==> config.mk <==
export PLATFORM = sky130hd
export DESIGN_NAME = rpg_file
export DESIGN_NICKNAME = d
export VERILOG_FILES = /design/src/rtl/rpg_file.sv
export SDC_FILE = /design/constraint.sdc
export NUM_CORES = 1
export LEC_CHECK = 0
export CORE_MARGIN = 3
export CORE_UTILIZATION = 55
export DETAILED_ROUTE_END_ITERATION = 7
export GPL_ROUTABILITY_DRIVEN = 0
export PLACE_DENSITY = 0.79
export REMOVE_ABC_BUFFERS = 1
export SYNTH_ARGS = -nofsm -noshare
export SYNTH_HDL_FRONTEND = slang
export SYNTH_SLANG_ARGS = --single-unit
==> constraint.sdc <==
create_clock -name Clock -period 1.84 [get_ports Clock]
set_input_delay 0.184 -clock Clock [delete_from_list [all_inputs] [get_ports Clock]]
set_output_delay 0.184 -clock Clock [all_outputs]
set_load 0.005 [all_outputs]
==> src/rtl/rpg_file.sv <==
// rpg_file: a bank of NUM_REGS registers with one write port and two
// registered read ports. Each cycle the write source is chosen from the
// immediate, the ALU or memory. Every performed write also updates the
// {Z,C,N} flags.
//
// Write qualifier: a write is "performed" when iSelect != 0 and iWrAddr is
// below NUM_REGS. A performed write always updates oFlags and pulses oWrDone
// one cycle later. It stores data only when it is not aimed at a hard-wired
// zero register 0. There is no back-pressure, so every request is accepted
// in the cycle it is presented.
module rpg_file #(
  parameter int DATA_WIDTH = 8,
  parameter int ADDR_WIDTH = 3,
  parameter int NUM_REGS   = 8,
  parameter int BYPASS     = 1,
  parameter int ZERO_REG0  = 0
) (
  input  logic                  Clock,
  input  logic                  Reset,
  input  logic [1:0]            iSelect,
  input  logic [ADDR_WIDTH-1:0] iWrAddr,
  input  logic [DATA_WIDTH-1:0] iInm,
  input  logic [DATA_WIDTH:0]   iAlu,
  input  logic [DATA_WIDTH-1:0] iMem,
  input  logic [ADDR_WIDTH-1:0] iRdAddrA,
  input  logic [ADDR_WIDTH-1:0] iRdAddrB,
  output logic [DATA_WIDTH-1:0] oRdDataA,
  output logic [DATA_WIDTH-1:0] oRdDataB,
  output logic [2:0]            oFlags,
  output logic                  oWrDone
);

  logic [DATA_WIDTH-1:0] regs [NUM_REGS];
  logic [DATA_WIDTH-1:0] wr_data;
  logic                  wr_carry;
  logic                  wr_performed;
  logic                  wr_store;
  logic [DATA_WIDTH-1:0] next_a;
  logic [DATA_WIDTH-1:0] next_b;

  // Select the write source and decide whether the write is performed and stored.
  always_comb begin
    wr_data  = '0;
    wr_carry = 1'b0;
    case (iSelect)
      2'd1: wr_data = iInm;
      2'd2: begin
        wr_data  = iAlu[DATA_WIDTH-1:0];
        wr_carry = iAlu[DATA_WIDTH];
      end
      2'd3: wr_data = iMem;
      default: wr_data = '0;
    endcase
    wr_performed = (iSelect != 2'd0) && (32'(iWrAddr) < NUM_REGS);
    // A write to a hard-wired zero register 0 still counts for flags but stores nothing.
    wr_store = wr_performed && !((ZERO_REG0 != 0) && (iWrAddr == '0));
  end

  // Read muxes: the old contents, forced to zero where required, then the bypass of a stored write.
  always_comb begin
    next_a = '0;
    next_b = '0;
    for (int i = 0; i < NUM_REGS; i++) begin
      if (32'(iRdAddrA) == i) next_a = regs[i];
      if (32'(iRdAddrB) == i) next_b = regs[i];
    end
    if ((ZERO_REG0 != 0) && (iRdAddrA == '0)) next_a = '0;
    if ((ZERO_REG0 != 0) && (iRdAddrB == '0)) next_b = '0;
    // wr_store already excludes out-of-range and zero-register writes, so those never bypass.
    if ((BYPASS != 0) && wr_store && (iRdAddrA == iWrAddr)) next_a = wr_data;
    if ((BYPASS != 0) && wr_store && (iRdAddrB == iWrAddr)) next_b = wr_data;
  end

  // Register bank storage; reset clears every entry and wins over a same-cycle write.
  always_ff @(posedge Clock) begin
    for (int i = 0; i < NUM_REGS; i++) begin
      if (Reset) begin
        regs[i] <= '0;
      end else if (wr_store && (32'(iWrAddr) == i)) begin
        regs[i] <= wr_data;
      end
    end
  end

  // Registered read data, flags and write-done pulse.
  always_ff @(posedge Clock) begin
    if (Reset) begin
      oRdDataA <= '0;
      oRdDataB <= '0;
      oFlags   <= 3'b000;
      oWrDone  <= 1'b0;
    end else begin
      oRdDataA <= next_a;
      oRdDataB <= next_b;
      oWrDone  <= wr_performed;
      if (wr_performed) begin
        oFlags <= {~|wr_data, wr_carry, wr_data[DATA_WIDTH-1]};
      end
    end
  end

endmodule

==> impl_metrics.env <==
export IMPL_die_y_um=94.9
export IMPL_power_density_mw_per_mm2=761
export IMPL_antenna_cells=0
export IMPL_grt_max_degree=22
export IMPL_fin_tns_setup_ps=0
export IMPL_cp_max_fo=9
export IMPL_nFillCells=488
export IMPL_rsz0062_at_grt="no"
export IMPL_yosysUniqueCellTypes=40
export IMPL_cts_buffer_depth=2
export IMPL_whs_path_depth=2
export IMPL_crit_top_cell="buf_4"
export IMPL_antenna_found_initial=0
export IMPL_preCtsSetupSlack_ps=-244
export IMPL_track_usage_pct=28.4
export IMPL_crit_family="buffers and inverters"
export IMPL_cts_root_buf="clkbuf_8"
export IMPL_overflow=0
export IMPL_worst_pin_slew_ps=382
export IMPL_period_needed_ps=1750
export IMPL_seq_power_share_pct=51.3
export IMPL_clockPowerShare_pct=27.9
export IMPL_dpl_hpwl_um=8660
export IMPL_r2r_slack_ps=350
export IMPL_hold_viol=0
export IMPL_status="finished clean"
export IMPL_critPathArrivalTime_ps=2000
export IMPL_fin_crit_sh_pct=95.1
export IMPL_ios=58
export IMPL_core_area_mm2=0.00745
export IMPL_port_buffers=57
export IMPL_internal_power_mw=3.23
export IMPL_p_switching_mw=1.17
export IMPL_critPathLaunchType="input port"
export IMPL_ir_worst_vdd_uv=474
export IMPL_slew_violations=0
export IMPL_maxCapViolCount=0
export IMPL_worstPathRequired_ps=2090
export IMPL_switching_share_pct=26.7
export IMPL_clk_pin_slew_ps=90
export IMPL_path_buf_inv=4
export IMPL_final_nets=508
export IMPL_postSynthCellCount=367
export IMPL_insertion_delay_ps=360
export IMPL_synth_area_mm2=0.00434
export IMPL_h_tree_depth=3
export IMPL_grt_pass1_wl_um=18500
export IMPL_grt_pass1_vias=3528
export IMPL_skew_ps=11.2
export IMPL_drc=0
export IMPL_initial_core_util_pct=58.3
export IMPL_r2r_start="regs[0][25]"
export IMPL_cp_slowest_cell="clkdlybuf4s50_1"
export IMPL_end_kind="flip-flop"
export IMPL_clock_fmax_mhz=572
export IMPL_crit_chain="clkdlybuf4s50_1 -> buf_4 -> nor2b_1 -> buf_4 -> a22oi_2 -> buf_4 -> nor2b_1 -> a311oi_1"
export IMPL_viasPerCell=6.14
export IMPL_routed_wirelength_um=11700
export IMPL_setup_slack_ps=90.4
export IMPL_hold_path_class="reg2reg"
export IMPL_drtAntennaViolNets=0
export IMPL_seq_area_frac_synth_pct=53.5
export IMPL_slowest_delay_ps=450
export IMPL_cts_tree="yes"
export IMPL_syn_area_per_cell_um2=11.8
export IMPL_relSlewSlack_pct=74.4
export IMPL_cts_buffers=9
export IMPL_p_comb_share_pct=20.7
export IMPL_post_cts_repair_setup_buffers=0
export IMPL_area_growth_pct=33.0
export IMPL_initialDrtViolationCount=319
export IMPL_first_pass_iters=7
export IMPL_dieArea_mm2=0.00900
export IMPL_drive_gt1_share_pct=23.8
export IMPL_endpoint="oRdDataB[4]"
export IMPL_cts_resized=0
export IMPL_reg2reg_depth=5
export IMPL_crit_type="in2reg"
export IMPL_setup_violations=0
export IMPL_p_leak_nw=2.19
export IMPL_fp_row_count=31
export IMPL_cp_depth=8
export IMPL_vias=3522
export IMPL_synth_warnings=0
export IMPL_routedWlPerCell_um=20.5
export IMPL_cts_sinks=84
export IMPL_hold_buffers=0
export IMPL_reg2reg_to="oRdDataB[1]"
export IMPL_ys_seq_elements=84
export IMPL_die_w_um=94.9
export IMPL_cp_startpoint="iSelect[0]"
power by group through the flow:
stage | logic (mW) | registers, mW | clock network [mW]
6_report | 0.912 | 2.26 | 1.23
5_1_grt | 0.968 | 2.27 | 1.32
4_1_cts | 0.910 | 2.26 | 1.24
3_5_place_dp | 0.905 | 2.30 | 0
3_3_place_gp | 0.883 | 2.29 | 0
2_1_floorplan | 0.368 | 2.28 | 0
worst min-delay path, stage by stage (launching register included):
cell,delay [ps]
dfxtp_1,320
nand2_1,60
a21oi_1,60
per-stage QoR:
stage                     area, um^2  power (mW)  hold WS [ps]  instances  utilization, %
after floorplan                 4200        2.65           253        337               -
after global placement          5600        3.17           451        558            75.1
after detailed placement        5600        3.20           472        558            75.1
after CTS                       5780        4.41           487        574            77.6
after global routing            5780        4.56           504        574            77.6
final                           5780        4.40           480        574            77.6
worst min-delay path by stage:
stage	startpoint	endpoint	slack, ps
after floorplan	Reset	oFlags[0]	250
after global placement	oFlags[0]	oFlags[0]	450
after detailed placement	oFlags[0]	oFlags[0]	470
after CTS	oFlags[0]	oFlags[0]	490
after global routing	iAlu[8]	oFlags[1]	500
final	oFlags[0]	oFlags[0]	480
synthesized netlist by cell type:
cell	instances	area share, %
a211oi_1	8	1.4
a21o_1	5	0.86
a21oi_1	8	0.92
a22oi_1	3	0.52
a22oi_2	4	1.2
a22oi_4	1	0.49
a2bb2oi_1	2	0.40
a311oi_1	5	1.0
a31oi_1	2	0.29
and3_1	2	0.29
buf_1	1	0.086
buf_2	13	1.5
buf_4	2	0.35
buf_6	1	0.26
clkbuf_1	13	1.1
dfxtp_1	20	9.2
edfxtp_1	64	44
inv_1	3	0.26
mux2_1	4	1.0
mux2_2	5	1.3
mux2i_1	20	4.6
mux4_2	22	11
nand2_1	29	2.5
nand2b_1	4	0.58
nand3_1	1	0.12
nand3b_1	1	0.17
nand4_1	4	0.58
nor2_1	76	6.6
nor2b_1	14	2.0
nor3_1	4	0.46
nor3b_1	2	0.35
o211a_1	1	0.23
o211ai_1	5	0.86
o21a_1	1	0.17
o21ai_0	2	0.23
o21ai_1	5	0.58
o32ai_1	2	0.40
or2_1	1	0.14
or3_1	1	0.14
xnor2_1	6	1.2
registers in the layout, summed over array words and instances, names as in the netlist:
name      count
oRdDataB      8
oRdDataA      8
regs         64
oWrDone       1
oFlags        3
per-layer routing:
metal / vias to the layer above / global-route usage (%) / wire length, um
met2: 215 / 48.2 / 5920
met1: 1704 / 34.6 / 4260
met5: - / 0 / 0
met4: 0 / 14.3 / 564
met3: 40 / 5.34 / 995
li1: 1563 / - / -
cells by family (layout without fill, tap and decap cells):
family	Yosys count	in the layout	synth area share, %
buf+inv	33	141	3.57
mux	51	51	18.3
compound gates	54	54	9.50
xor+xnor	6	6	1.21
flops	84	84	53.5
simple gates	139	139	13.9
cell type report:
type / count / area [um^2] / share of cell area [%]
repair buffers: 122 / 1270 / 22.0
flip-flops and latches: 84 / 2320 / 40.2
inverters: 3 / 11.3 / 0.195
clock buffers: 10 / 138 / 2.38
multi-input cells: 250 / 1870 / 32.3
well taps: 99 / 124 / 2.14
clock inverters: 6 / 46.3 / 0.801
layout by cell type, fill, tap and decap left out, types with 5 or more instances in the layout:
cell type	instances
nor2_1	76
edfxtp_1	64
clkdlybuf4s50_1	57
buf_4	48
nand2_1	29
mux4_2	22
mux2i_1	20
dfxtp_1	20
buf_12	17
nor2b_1	14
clkbuf_8	10
a21oi_1	8
a211oi_1	8
xnor2_1	6
a21o_1	5
mux2_2	5
o211ai_1	5
o21ai_1	5
a311oi_1	5
(Power assumes the default switching activity.)
